$ cat src/rtl/wb_mailbox_pkg.sv
// Shared constants for the wb_mailbox register map, STATUS layout and INT_EN bits.
package wb_mailbox_pkg;
  localparam logic [1:0] REG_DATA   = 2'd0;
  localparam logic [1:0] REG_STATUS = 2'd1;
  localparam logic [1:0] REG_INT_EN = 2'd2;
  localparam logic [1:0] REG_CTRL   = 2'd3;

  localparam int ST_TX_FULL    = 0;
  localparam int ST_TX_EMPTY   = 1;
  localparam int ST_RX_EMPTY   = 2;
  localparam int ST_RX_FULL    = 3;
  localparam int ST_TX_OVF     = 4;
  localparam int ST_RX_UNF     = 5;
  localparam int ST_TX_CNT_LSB = 8;
  localparam int ST_RX_CNT_LSB = 16;

  localparam int IE_RX_NONEMPTY = 0;
  localparam int IE_TX_EMPTY    = 1;
endpackage

$ cat src/rtl/wb_mailbox_if.sv
// Wishbone classic bus bundle for the mailbox; master drives requests, slave acks.
interface wb_mailbox_if #(parameter int ADDR_WIDTH = 6);
  logic [ADDR_WIDTH-1:0] adr_i;
  logic [31:0]           dat_i;
  logic [31:0]           dat_o;
  logic                  we_i;
  logic [3:0]            sel_i;
  logic                  stb_i;
  logic                  cyc_i;
  logic                  ack_o;

  modport master (output adr_i, dat_i, we_i, sel_i, stb_i, cyc_i, input dat_o, ack_o);
  modport slave  (input adr_i, dat_i, we_i, sel_i, stb_i, cyc_i, output dat_o, ack_o);
endinterface

$ cat src/rtl/mbox_fifo.sv
// Registered-count FIFO, no fall-through. Flush beats push/pop; a pop frees the slot
// for a same-edge push when full.
module mbox_fifo #(
  parameter int DEPTH_LOG2 = 4,
  parameter int WIDTH      = 32
) (
  input  logic                  clk,
  input  logic                  reset,
  input  logic                  push,
  input  logic                  pop,
  input  logic                  flush,
  input  logic [WIDTH-1:0]      din,
  output logic [WIDTH-1:0]      dout,
  output logic                  empty,
  output logic                  full,
  output logic [DEPTH_LOG2:0]   count
);
  localparam int DEPTH = 1 << DEPTH_LOG2;
  localparam logic [DEPTH_LOG2:0] DEPTH_C = (DEPTH_LOG2+1)'(DEPTH);

  logic [WIDTH-1:0]      mem_q [DEPTH];
  logic [DEPTH_LOG2-1:0] wptr_q, wptr_d, rptr_q, rptr_d;
  logic [DEPTH_LOG2:0]   cnt_q, cnt_d;
  logic                  do_push, do_pop;

  assign empty   = (cnt_q == '0);
  assign full    = (cnt_q == DEPTH_C);
  assign count   = cnt_q;
  assign dout    = mem_q[rptr_q];
  assign do_pop  = pop & ~empty;
  assign do_push = push & (~full | do_pop);

  always_comb begin
    wptr_d = wptr_q + DEPTH_LOG2'(do_push);
    rptr_d = rptr_q + DEPTH_LOG2'(do_pop);
    cnt_d  = cnt_q + (DEPTH_LOG2+1)'(do_push) - (DEPTH_LOG2+1)'(do_pop);
    if (flush) begin
      wptr_d = '0;
      rptr_d = '0;
      cnt_d  = '0;
    end
  end

  always_ff @(posedge clk) begin
    if (reset) begin
      wptr_q <= '0;
      rptr_q <= '0;
      cnt_q  <= '0;
    end else begin
      wptr_q <= wptr_d;
      rptr_q <= rptr_d;
      cnt_q  <= cnt_d;
    end
  end

  // Storage is not reset; the count gates every read of it.
  always_ff @(posedge clk) begin
    if (do_push && !flush) mem_q[wptr_q] <= din;
  end
endmodule

$ cat src/rtl/wb_mailbox.sv
// Wishbone mailbox: TX FIFO (EC -> CPU side) and RX FIFO (CPU side -> EC) with status,
// sticky errors and flush. Define WB_MAILBOX_IRQ_EN to build INT_EN and the irq output.
module wb_mailbox
  import wb_mailbox_pkg::*;
#(
  parameter int ADDR_WIDTH = 6,
  parameter int DEPTH_LOG2 = 4
) (
  input  logic        clk,
  input  logic        reset,
  wb_mailbox_if.slave wb,
  output logic [31:0] tx_data,
  output logic        tx_valid,
  input  logic        tx_ready,
  input  logic [31:0] rx_data,
  input  logic        rx_valid,
  output logic        rx_ready,
  output logic        irq
);
  logic        ack_q, ack_d;
  logic [31:0] dat_q, dat_d;
  logic        tx_ovf_q, tx_ovf_d, rx_unf_q, rx_unf_d;
  logic [1:0]  int_en;
  logic [1:0]  idx;
  logic        req, wr, rd;
  logic        tx_push, tx_pop, tx_flush, tx_empty, tx_full;
  logic        rx_push, rx_pop, rx_flush, rx_empty, rx_full;
  logic        data_rd, status_wr, ctrl_wr;
  logic [DEPTH_LOG2:0] tx_cnt, rx_cnt;
  logic [31:0] rx_head, rdata;
  logic        unused_adr;

  assign idx        = wb.adr_i[3:2];
  assign unused_adr = ^{wb.adr_i[ADDR_WIDTH-1:4], wb.adr_i[1:0]};

  // Every side effect is qualified by req, so it lands on the edge that raises ack.
  assign req       = wb.stb_i & wb.cyc_i & ~ack_q;
  assign wr        = req & wb.we_i;
  assign rd        = req & ~wb.we_i;
  assign data_rd   = rd & (idx == REG_DATA);
  assign status_wr = wr & (idx == REG_STATUS) & wb.sel_i[0];
  assign ctrl_wr   = wr & (idx == REG_CTRL);

  assign tx_push  = wr & (idx == REG_DATA) & (wb.sel_i == 4'hF);
  assign tx_pop   = tx_valid & tx_ready;
  assign tx_flush = ctrl_wr & wb.dat_i[0];
  assign tx_valid = ~tx_empty;

  // Ready stays up while full if the bus pops on this edge, so the slot is reused.
  assign rx_pop   = data_rd & ~rx_empty;
  assign rx_ready = ~rx_full | rx_pop;
  assign rx_push  = rx_valid & rx_ready;
  assign rx_flush = ctrl_wr & wb.dat_i[1];

  mbox_fifo #(.DEPTH_LOG2(DEPTH_LOG2), .WIDTH(32)) u_tx_fifo (
    .clk(clk), .reset(reset), .push(tx_push), .pop(tx_pop), .flush(tx_flush),
    .din(wb.dat_i), .dout(tx_data), .empty(tx_empty), .full(tx_full), .count(tx_cnt)
  );

  mbox_fifo #(.DEPTH_LOG2(DEPTH_LOG2), .WIDTH(32)) u_rx_fifo (
    .clk(clk), .reset(reset), .push(rx_push), .pop(rx_pop), .flush(rx_flush),
    .din(rx_data), .dout(rx_head), .empty(rx_empty), .full(rx_full), .count(rx_cnt)
  );

  always_comb begin
    tx_ovf_d = tx_ovf_q | (tx_push & tx_full & ~tx_pop);
    rx_unf_d = rx_unf_q | (data_rd & rx_empty);
    if (status_wr && wb.dat_i[ST_TX_OVF]) tx_ovf_d = 1'b0;
    if (status_wr && wb.dat_i[ST_RX_UNF]) rx_unf_d = 1'b0;
  end

  always_comb begin
    rdata = '0;
    unique case (idx)
      REG_DATA:   rdata = rx_empty ? 32'h0 : rx_head;
      REG_STATUS: begin
        rdata[ST_TX_FULL]  = tx_full;
        rdata[ST_TX_EMPTY] = tx_empty;
        rdata[ST_RX_EMPTY] = rx_empty;
        rdata[ST_RX_FULL]  = rx_full;
        rdata[ST_TX_OVF]   = tx_ovf_q;
        rdata[ST_RX_UNF]   = rx_unf_q;
        rdata[ST_TX_CNT_LSB +: 8] = 8'(tx_cnt);
        rdata[ST_RX_CNT_LSB +: 8] = 8'(rx_cnt);
      end
      REG_INT_EN: rdata[1:0] = int_en;
      default:    rdata = '0;
    endcase
  end

  assign ack_d = req;
  assign dat_d = rd ? rdata : 32'h0;

  always_ff @(posedge clk) begin
    if (reset) begin
      ack_q    <= 1'b0;
      dat_q    <= '0;
      tx_ovf_q <= 1'b0;
      rx_unf_q <= 1'b0;
    end else begin
      ack_q    <= ack_d;
      dat_q    <= dat_d;
      tx_ovf_q <= tx_ovf_d;
      rx_unf_q <= rx_unf_d;
    end
  end

  assign wb.ack_o = ack_q;
  assign wb.dat_o = dat_q;

`ifdef WB_MAILBOX_IRQ_EN
  logic [1:0] int_en_q, int_en_d;
  logic       irq_q, irq_d;

  assign int_en_d = (wr && idx == REG_INT_EN && wb.sel_i[0]) ? wb.dat_i[1:0] : int_en_q;
  assign irq_d    = (int_en_q[IE_RX_NONEMPTY] & ~rx_empty) | (int_en_q[IE_TX_EMPTY] & tx_empty);

  always_ff @(posedge clk) begin
    if (reset) begin
      int_en_q <= '0;
      irq_q    <= 1'b0;
    end else begin
      int_en_q <= int_en_d;
      irq_q    <= irq_d;
    end
  end

  assign int_en = int_en_q;
  assign irq    = irq_q;
`else
  assign int_en = 2'b00;
  assign irq    = 1'b0;
`endif
endmodule

$ cat src/flat_wrapper.sv
// flat-port wrapper written by rule: the top's interface ports become plain ports
module wb_mailbox_flat import wb_mailbox_pkg::*;
#(
  parameter int ADDR_WIDTH = 6,
  parameter int DEPTH_LOG2 = 4
)
  (clk, reset, tx_data, tx_valid, tx_ready, rx_data, rx_valid, rx_ready, irq, wb_adr_i, wb_dat_i, wb_we_i, wb_sel_i, wb_stb_i, wb_cyc_i, wb_dat_o, wb_ack_o);
  wb_mailbox_if #(.ADDR_WIDTH(ADDR_WIDTH)) wb_i ();
  input  logic clk;
  input  logic reset;
  output logic [31:0] tx_data;
  output logic tx_valid;
  input  logic tx_ready;
  input  logic [31:0] rx_data;
  input  logic rx_valid;
  output logic rx_ready;
  output logic irq;
  input wire logic [$bits(wb_i.adr_i)-1:0] wb_adr_i;
  input wire logic [$bits(wb_i.dat_i)-1:0] wb_dat_i;
  input wire logic [$bits(wb_i.we_i)-1:0] wb_we_i;
  input wire logic [$bits(wb_i.sel_i)-1:0] wb_sel_i;
  input wire logic [$bits(wb_i.stb_i)-1:0] wb_stb_i;
  input wire logic [$bits(wb_i.cyc_i)-1:0] wb_cyc_i;
  output wire logic [$bits(wb_i.dat_o)-1:0] wb_dat_o;
  output wire logic [$bits(wb_i.ack_o)-1:0] wb_ack_o;
  assign wb_i.adr_i = wb_adr_i;
  assign wb_i.dat_i = wb_dat_i;
  assign wb_i.we_i = wb_we_i;
  assign wb_i.sel_i = wb_sel_i;
  assign wb_i.stb_i = wb_stb_i;
  assign wb_i.cyc_i = wb_cyc_i;
  assign wb_dat_o = wb_i.dat_o;
  assign wb_ack_o = wb_i.ack_o;
  wb_mailbox #(.ADDR_WIDTH(ADDR_WIDTH), .DEPTH_LOG2(DEPTH_LOG2)) u_core (.clk(clk), .reset(reset), .wb(wb_i), .tx_data(tx_data), .tx_valid(tx_valid), .tx_ready(tx_ready), .rx_data(rx_data), .rx_valid(rx_valid), .rx_ready(rx_ready), .irq(irq));
endmodule
$ cat config.mk
export PLATFORM = sky130hd
export DESIGN_NAME = wb_mailbox_flat
export DESIGN_NICKNAME = d
export VERILOG_FILES = /design/src/rtl/wb_mailbox_pkg.sv /design/src/rtl/wb_mailbox_if.sv /design/src/rtl/mbox_fifo.sv /design/src/rtl/wb_mailbox.sv /design/src/flat_wrapper.sv
export SDC_FILE = /design/constraint.sdc
export NUM_CORES = 1
export LEC_CHECK = 0
export ABC_CLOCK_PERIOD_IN_PS = 6350
export CAP_MARGIN = 20
export CORE_UTILIZATION = 50
export DETAILED_ROUTE_END_ITERATION = 6
export PLACE_DENSITY = 0.67
export SYNTH_ARGS = -nofsm -noshare
export SYNTH_HDL_FRONTEND = slang
export SYNTH_HIERARCHICAL = 1
export SYNTH_SLANG_ARGS = --single-unit
export TNS_END_PERCENT = 10
$ cat constraint.sdc
create_clock -name clk -period 6.35 [get_ports clk]
set_input_delay 1.27 -clock clk [delete_from_list [all_inputs] [get_ports clk]]
set_output_delay 1.27 -clock clk [all_outputs]
set_load 0.01 [all_outputs]
Word level (Yosys, flattened, before mapping)
Memories as Yosys holds them, arrays and structs flattened. A register that Yosys moved wholly into a read port is not among the register bits.
Cells that the tools add are included.
Widths: inputs -> output; s select.
- multiplexer cells: 10
- bitwise operators: 36
- reduce and logical (&&, ||, !) cells: 15
- $add $sub $neg: 8
- equal/unequal tests: 5
- operator list (kind ; count):
    $pmux 16 s2 ; 1
    $mux 24 ; 1
    $and 1x1->1 ; 22
    $add 4x1->4 ; 4
    $add 5x1->5 ; 2
    $eq 5x5->1 const B ; 2
    $logic_not 5->1 ; 2
    $reduce_or 2->1 ; 5
    $sub 5x1->5 ; 2
    $not 1->1 ; 9
    $mux 4 ; 2
    $pmux 4 s2 ; 1
    $or 1x1->1 ; 5
    $eq 4x4->1 const B ; 1
    $logic_and 1x1->1 ; 4
    $mux 1 ; 4
    $pmux 2 s2 ; 1
    $reduce_or 4->1 ; 1
    $eq 2x1->1 const B ; 1
    $eq 2x2->1 const B ; 1
    $logic_not 1->1 ; 2
    $logic_not 2->1 ; 1
- memories: 2
- RAM bits: 1024
- register bits after elaboration: 61
- output and inout port bits: 68
- logic and storage cells: 87
- memories (name ; words ; width ; rd ports ; clocked after memory_dff ; wr ports ; line ; source):
    u_core.u_rx_fifo.mem_q ; 16 ; 32 ; 1 ; 1 ; 1 ; mbox_fifo.sv:21 ; logic [WIDTH-1:0] mem_q [DEPTH];
    u_core.u_tx_fifo.mem_q ; 16 ; 32 ; 1 ; 1 ; 1 ; mbox_fifo.sv:21 ;

Longest topological paths before layout
Gate-level depths: netlist of the first run.
- depth after elaboration: 11
- gate-level depth with buffers: 16

Modules after synthesis
Netlist of the first run, hierarchy kept.
- modules (own cells, without submodules) (module ; area an instance (um^2) ; instances ; cells an instance ; seq. area each (um^2)):
    mbox_fifo ; 19877.8 ; 2 ; 879 ; 15635.0
    wb_mailbox ; 1227.4 ; 1 ; 118 ; 700.7

Least setup slack after synthesis of the first run
No wires, ideal clock.
- kind: input port to flip-flop
- start point: input wb_adr_i[3]
- end point: memory u_core.u_rx_fifo.mem_q[12][0] (enable)
- stages on the path: 7
- buffers on the path: 0
- setup slack: 1.039 ns
- data required time: 5.889 ns
- arrival time: 4.850 ns
- cell sequence: nand4bb_4 or4_4 nand2_1 and2_1 o21a_1 nand4b_1 nor3_1
- word-level cells in the longest chain between the ends: 9
- elaborated cells on any way between the ends: 15
- RTL lines (element ; line ; source):
    start, declared ; flat_wrapper.sv:18 ; input wire logic [$bits(wb_i.adr_i)-1:0] wb_adr_i;
    $logic_not 2->1 ; wb_mailbox.sv:40 ; assign data_rd = rd & (idx == REG_DATA);
    $and 1x1->1 ; wb_mailbox.sv:40 ;
    $and 1x1->1 ; wb_mailbox.sv:50 ; assign rx_pop = data_rd & ~rx_empty;
    $or 1x1->1 ; wb_mailbox.sv:51 ; assign rx_ready = ~rx_full | rx_pop;
    net rx_ready ; flat_wrapper.sv:16 ; output logic rx_ready;
    $and 1x1->1 ; wb_mailbox.sv:52 ; assign rx_push = rx_valid & rx_ready;
    net u_core.rx_push ; wb_mailbox.sv:27 ; logic rx_push, rx_pop, rx_flush, rx_empty, rx_full;
    $and 1x1->1 ; mbox_fifo.sv:31 ; assign do_push = push & (~full | do_pop);
    $logic_and 1x1->1 ; mbox_fifo.sv:58 ; if (do_push && !flush) mem_q[wptr_q] <= din;
    $mux 1 ; mbox_fifo.sv:58 ;
    $mux 1 (implied by the code) ; mbox_fifo.sv:58 ;
    end, declared ; mbox_fifo.sv:21 ;
The timed path passes the listed nets, and every way through them passes these cells.

==> results.py, run 1 <==
metrics = {
    "status": {
        "outcome": "finished with violations",
        "violations": "DRC",
    },
    "cts": {
        "post_cts.repair.setup_buffers": 0,
        "insertion_delay_ns": 0.68,
        "htree_levels": 3,
        "ctsHoldBuffers": 0,
        "ctsResizeCount": 0,
        "ctsLongestPathBuffers": 3,
        "cts_root_buffer": "clkbuf_16",
        "cts_tree": "built",
        "cts_sinks": 1085,
        "clkSlewWorstSetupHoldPaths_ns": 0.06,
        "cts_buffers": 105,
    },
    "detailed_routing": {
        "drtIter0Drc": 1556,
        "wire_per_inst_um": 26.6,
        "first_pass_iters": 7,
        "routed_wirelength_mm": 86.2,
        "vias_per_cell": 5.93,
        "ant_nets": 0,
        "vias": 19197,
        "drc_errors": 18,
    },
    "timing": {
        "report.final.slew_viol_count": 0,
        "setup_tns_ns": 0,
        "fin_skew_ns": 0.0384,
        "layout_min_cycle_time_ns": 4.73,
        "post-route-period-util": 0.744,
        "fmax_ghz": 0.212,
        "tightest_slew_ns": 1.16,
        "setup_viol": 0,
        "max-slew-margin-rel": 0.226,
        "hold_viol_final": 0,
        "rsz0062_at_grt": "no",
    },
    "floorplanning": {
        "rows": 104,
        "die_area_mm2": 0.0831,
        "fp.dieH_um": 288,
        "io_pins": 149,
        "core_mm2": 0.0808,
        "fp.dieW_um": 288,
        "start_util": 0.507,
    },
    "critical_path": {
        "cp_max_fo": 46,
        "crit_family": "buffers and inverters",
        "endpoint_kind": "output port",
        "cp_cell_sequence": "buf_4 > mux4_2 > a22oi_1 > nand2_1 > clkdlybuf4s50_1",
        "required_ns": 5.08,
        "slowest_stage": "buf_4",
        "start_kind": "flip-flop",
        "slowest_delay_ns": 0.74,
        "crit_arrival_ns": 3.46,
        "path_buf_inv": 2,
        "criticalPathCategory": "flip-flop to output port",
    },
    "global_route": {
        "grt-ovfl-total": 0,
        "grt_max_degree": 62,
        "grt_pass1_wl_mm": 128,
        "grt_use_total": 0.211,
        "grt_pass1_vias": 20235,
        "grt_antenna_before_repair": 8,
    },
    "placement": {
        "place_congestion": 0.765,
        "dp_cells": 3036,
        "port_buffers": 143,
        "post-dp-hpwl_mm": 48.5,
    },
    "layout": {
        "syn2layout_area_growth_pct": 15.8,
        "finalNetCount": 2186,
        "instances_no_fill": 3237,
        "final_common_cell": "edfxtp_1",
        "final_layout_size_suffix_gt1_frac": 0.239,
        "multi_input_area_mm2": 0.00873,
        "layout_common_cells": "1,024 x edfxtp_1, 256 x mux4_2, 143 x clkdlybuf4s50_1, 143 x a22oi_1, 106 x clkbuf_16",
        "area.sequential_mm2": 0.0320,
        "fill_cells": 5674,
    },
    "synthesis": {
        "synth_area_per_cell_um2": 21.8,
        "synth_edf_count": 1024,
        "seq_area_frac_synth": 0.780,
        "yosys.cell_types.count": 40,
        "synth_nets": 1977,
        "ys_async_sr_fraction": 0,
        "ys_warn_count": 6,
        "ys_seq_elements": 1085,
        "synthCells": 1876,
        "synth_flop_cell": "edfxtp_1",
        "syn_area_mm2": 0.0410,
    },
    "min_path": {
        "hold_path.class": "flip-flop to flip-flop",
    },
    "power_and_ir_drop": {
        "p_leak_nw": 14.6,
        "peakVddDrop_uv": 247,
        "power.density_mw_per_mm2": 341,
    },
    "run": {
        "cap_violations": 0,
    },
}
==> report_power, final <==
| group | internal, mW | leakage, nW | switching (mW) |
|---|---|---|---|
| clock | 3.42 | 1.64 | 2.60 |
| combinational | 0.990 | 3.29 | 1.02 |
| sequential | 8.02 | 9.72 | 0.105 |
==> cell usage after synthesis (2+ instances only) <==
master | count | area, um^2
nand2b_1 | 8 | 50.1
buf_2 | 14 | 70.1
nand2_1 | 76 | 285
nor4b_1 | 2 | 17.5
buf_4 | 19 | 143
o21a_1 | 2 | 15.0
and2_1 | 19 | 119
or2_2 | 4 | 25.0
nand4bb_1 | 2 | 22.5
xor2_1 | 6 | 52.6
nand3_1 | 7 | 35.0
nor3b_1 | 4 | 30.0
xnor2_1 | 10 | 87.6
mux4_2 | 256 | 5770
clkbuf_1 | 40 | 150
nor2_1 | 63 | 236
buf_1 | 17 | 63.8
ha_1 | 18 | 225
nand4b_1 | 3 | 26.3
inv_1 | 18 | 67.6
and2_2 | 12 | 90.1
a21o_1 | 2 | 15.0
nand3b_1 | 3 | 22.5
buf_6 | 3 | 33.8
edfxtp_1 | 1024 | 30700
o21ai_0 | 4 | 20.0
nor3_1 | 12 | 60.1
a21oi_1 | 7 | 35.0
a311oi_1 | 2 | 17.5
a22oi_1 | 143 | 1070
nor2b_1 | 6 | 37.5
fa_1 | 2 | 40.0
dfxtp_1 | 61 | 1220
==> per-stage QoR <==
step / area (um^2) / utilization / hold WS [ns] / setup slack, ns / total power, mW
finish: 47400 / 0.587 / 0.525 / 1.62 / 16.2
global route: 47400 / 0.587 / 0.546 / 1.37 / 16.7
CTS: 47400 / 0.587 / 0.527 / 1.49 / 16.3
detailed placement: 44000 / 0.545 / 0.517 / 1.47 / 10.3
global placement: 43900 / 0.544 / 0.513 / 1.53 / 10.3
floorplan: 41000 / - / 0.482 / 1.04 / 9.61
==> per-layer routing <==
layer / vias to the layer above / track usage / wire, um
met5: - / 0 / 71
met4: 12 / 0.0688 / 2270
met3: 146 / 0.0394 / 5250
met2: 623 / 0.364 / 45100
met1: 10162 / 0.269 / 33500
li1: 8254 / - / -
==> state kept, by name (all words and copies together), names as in the netlist <==
signal                   cells
u_core/rx_unf_q              1
u_core/tx_ovf_q              1
u_core/u_rx_fifo/count       5
u_core/u_rx_fifo/mem_q     512
u_core/u_rx_fifo/rptr_q      4
u_core/u_rx_fifo/wptr_q      4
u_core/u_tx_fifo/count       5
u_core/u_tx_fifo/mem_q     512
u_core/u_tx_fifo/rptr_q      4
u_core/u_tx_fifo/wptr_q      4
u_core/wb.ack_o              1
u_core/wb.dat_o             32
==> worst min-delay path: stages, from the launching register on <==
cell	delay (ns)
dfxtp_1	0.31
a21oi_1	0.11
a311oi_1	0.06
==> logic make-up (layout without fill, tap and decap cells) <==
kind of cell    count (synthesis)  in the layout  synth area share
xor+xnor                       16             16           0.00342
flops                        1085           1085             0.780
fa+ha+maj                      20             20           0.00647
mux                           256            256             0.141
simple gates                  225            225            0.0272
other cells                     1              3         0.0000915
compound gates                160            160            0.0287
buf+inv                       113            412            0.0133
==> worst paths after layout <==
kind	startpoint	endpoint	slack, ns	cells after the start
worst min register to register	u_core/tx_ovf_q	u_core/tx_ovf_q	0.52	2
worst min-delay path	u_core/tx_ovf_q	u_core/tx_ovf_q	0.52	2
worst max-delay path	u_core/u_tx_fifo/rptr_q[0]	tx_data[8]	1.62	5
worst max register to register	u_core/u_rx_fifo/count[3]	u_core/u_rx_fifo/mem_q[13][10]	2.48	11
==> layout make-up <==
class,instances,area share
sequential,1085,0.674
antenna,2,0.000105
inverter,18,0.00142
tap,1060,0.0280
clock buffer,140,0.0601
multi-input combinational,678,0.184
timing repair buffer,197,0.0406
clock inverter,57,0.0115
(Power assumes the default switching activity.)
==> run 2: changes to the inputs <==
ABC_CLOCK_PERIOD_IN_PS = 4300   (was 6350)
PLACE_DENSITY = 0.7   (was 0.67)
clock period = 4.3 ns   (was 6.35 ns; I/O delays follow)
==> run 2 against run 1 <==
The flow still finishes with violations (DRC). Non-clock buffer count increased by 24. Clock-buffer cell count fell by 4. Power is 51% higher. Utilization up 0.83 points. Clock skew grew 0.0074 ns. Flip-flop and latch count stayed put. Clock power is 57% higher. Via count rose by 0.36%. Combinational power grew 49%. Critical path type unchanged.
==> results.py, run 2 (synthesis results as in run 1) <==
metrics = {
    "critical_path": {
        "endpoint_kind": "output port",
        "cp_cell_sequence": "buf_12 > mux4_2 > a22oi_1 > nand2_1 > clkdlybuf4s50_1",
        "required_ns": 3.44,
        "slowest_delay_ns": 0.57,
        "crit_arrival_ns": 3.10,
        "criticalPathCategory": "flip-flop to output port",
        "slowest_stage": "mux4_2",
        "cp_max_fo": 52,
        "start_kind": "flip-flop",
        "path_buf_inv": 2,
        "crit_family": "buffers and inverters",
    },
    "status": {
        "violations": "DRC",
        "outcome": "finished with violations",
    },
    "timing": {
        "hold_viol_final": 0,
        "report.final.slew_viol_count": 0,
        "fin_skew_ns": 0.0458,
        "max-slew-margin-rel": 0.268,
        "layout_min_cycle_time_ns": 3.96,
        "tightest_slew_ns": 1.10,
        "fmax_ghz": 0.253,
        "rsz0062_at_grt": "no",
        "setup_viol": 0,
        "post-route-period-util": 0.921,
        "setup_tns_ns": 0,
        "hold_slack_ns": 0.527,
    },
    "cts": {
        "cts_buffers": 108,
        "cts_root_buffer": "clkbuf_16",
        "cts_tree": "built",
        "ctsHoldBuffers": 0,
        "clkSlewWorstSetupHoldPaths_ns": 0.06,
        "post_cts.repair.setup_buffers": 0,
        "ctsLongestPathBuffers": 3,
        "ctsResizeCount": 0,
        "insertion_delay_ns": 0.70,
        "cts_sinks": 1085,
        "htree_levels": 3,
    },
    "layout": {
        "fill_cells": 5571,
        "final_common_cell": "edfxtp_1",
        "final_layout_size_suffix_gt1_frac": 0.251,
        "syn2layout_area_growth_pct": 17.4,
        "layout_common_cells": "1,024 x edfxtp_1, 256 x mux4_2, 143 x clkdlybuf4s50_1, 143 x a22oi_1, 109 x clkbuf_16",
        "instances_no_fill": 3270,
        "stdcell_area_mm2": 0.0481,
        "finalNetCount": 2213,
    },
    "placement": {
        "dp_cells": 3062,
        "place_congestion": 0.755,
        "place_area_mm2": 0.0445,
        "post-dp-hpwl_mm": 49.6,
        "port_buffers": 143,
    },
    "detailed_routing": {
        "vias_per_cell": 5.89,
        "drc_errors": 16,
        "first_pass_iters": 7,
        "routed_wirelength_mm": 86.5,
        "wire_per_inst_um": 26.5,
        "ant_nets": 0,
        "vias": 19267,
        "drtIter0Drc": 1868,
    },
    "power_and_ir_drop": {
        "p_switching_mw": 5.65,
        "p_leak_nw": 14.9,
        "sw_frac_of_total": 0.231,
        "pwr-share-comb": 0.122,
        "peakVddDrop_uv": 365,
        "seqPwrFrac": 0.491,
        "intPower_mw": 18.8,
        "clockPowerShare": 0.386,
        "power.density_mw_per_mm2": 508,
    },
    "floorplanning": {
        "die_area_mm2": 0.0831,
        "fp.dieH_um": 288,
        "io_pins": 149,
        "rows": 104,
        "fp.dieW_um": 288,
        "core_mm2": 0.0808,
        "start_util": 0.507,
    },
    "run": {
        "cap_violations": 0,
    },
    "global_route": {
        "grt_pass1_wl_mm": 130,
        "grt_antenna_before_repair": 3,
        "grt_max_degree": 74,
        "grt_pass1_vias": 20689,
        "grt_use_total": 0.214,
        "grt-ovfl-total": 0,
    },
    "min_path": {
        "hold_path.class": "flip-flop to flip-flop",
    },
}
==> run 2: cell types whose count changed in the layout (fill, tap and decap cells not counted), moves of 2 or more <==
cell        before  now
clkinv_1        24   21
clkinvlp_4       4    6
buf_16           2    0
clkbuf_16      106  109
buf_4           48   50
bufinv_16        6   12
diode_2          2    4
clkinv_2        16   21
clkbuf_8         7    1
buf_12           4   28
==> run 2: routing by layer <==
| layer | wire (um) | part of all wire | vias up | track usage |
|---|---|---|---|---|
| met5 | 0 | 0 | - | 0 |
| met2 | 45200 | 0.52 | 605 | 0.368 |
| li1 | - | - | 8305 | - |
| met4 | 2880 | 0.033 | 0 | 0.0823 |
| met3 | 4650 | 0.054 | 140 | 0.0299 |
| met1 | 33800 | 0.39 | 10217 | 0.277 |
==> run 2: final timing paths <==
check        slack [ns]                         to  cells past startpoint                  startpoint
max                0.34                tx_data[13]                      5  u_core/u_tx_fifo/rptr_q[0]
min                0.53            u_core/tx_ovf_q                      2             u_core/tx_ovf_q
max reg2reg        0.77  u_core/u_rx_fifo/count[4]                     17   u_core/u_rx_fifo/count[3]
min reg2reg        0.53            u_core/tx_ovf_q                      2             u_core/tx_ovf_q
==> run 2: power by group through the flow <==
stage	clock, mW	combinational [mW]	sequential [mW]
after global placement	0	2.96	12.2
after CTS	9.59	3.05	12.0
after global routing	10.0	3.25	12.0
after floorplan	0	2.04	12.1
final	9.43	2.99	12.0
after detailed placement	0	3.03	12.2
==> run 2: worst reg2reg max path, cell delays in order, from the launching register on <==
cell	delay, ns
dfxtp_1	0.37
inv_1	0.09
ha_1	0.20
nor4b_1	0.14
buf_4	0.17
or4_4	0.58
nand2_1	0.10
and2_1	0.20
xnor2_1	0.13
nand2_1	0.06
o21ai_0	0.08
ha_1	0.21
inv_1	0.07
fa_1	0.43
nand2b_1	0.16
a21oi_1	0.18
o21ai_0	0.09
nor3b_1	0.14
==> run 2: layout make-up <==
class / instances / area (um^2) / area share
antenna: 4 / 10.0 / 0.000208
clock buffer: 136 / 2840 / 0.0590
clock inverter: 68 / 777 / 0.0162
inverter: 18 / 67.6 / 0.00140
multi-input combinational: 678 / 8740 / 0.182
sequential: 1085 / 32000 / 0.665
tap: 1060 / 1330 / 0.0276
timing repair buffer: 221 / 2370 / 0.0492
==> run 2: through the flow <==
| step | setup slack [ns] | power, mW | util |
|---|---|---|---|
| final | 0.340 | 24.4 | 0.595 |
| after global placement | 0.286 | 15.2 | 0.551 |
| after detailed placement | 0.313 | 15.3 | 0.551 |
| after floorplan | -0.569 | 14.2 | - |
| after CTS | 0.262 | 24.6 | 0.595 |
| after global routing | 0.186 | 25.3 | 0.595 |
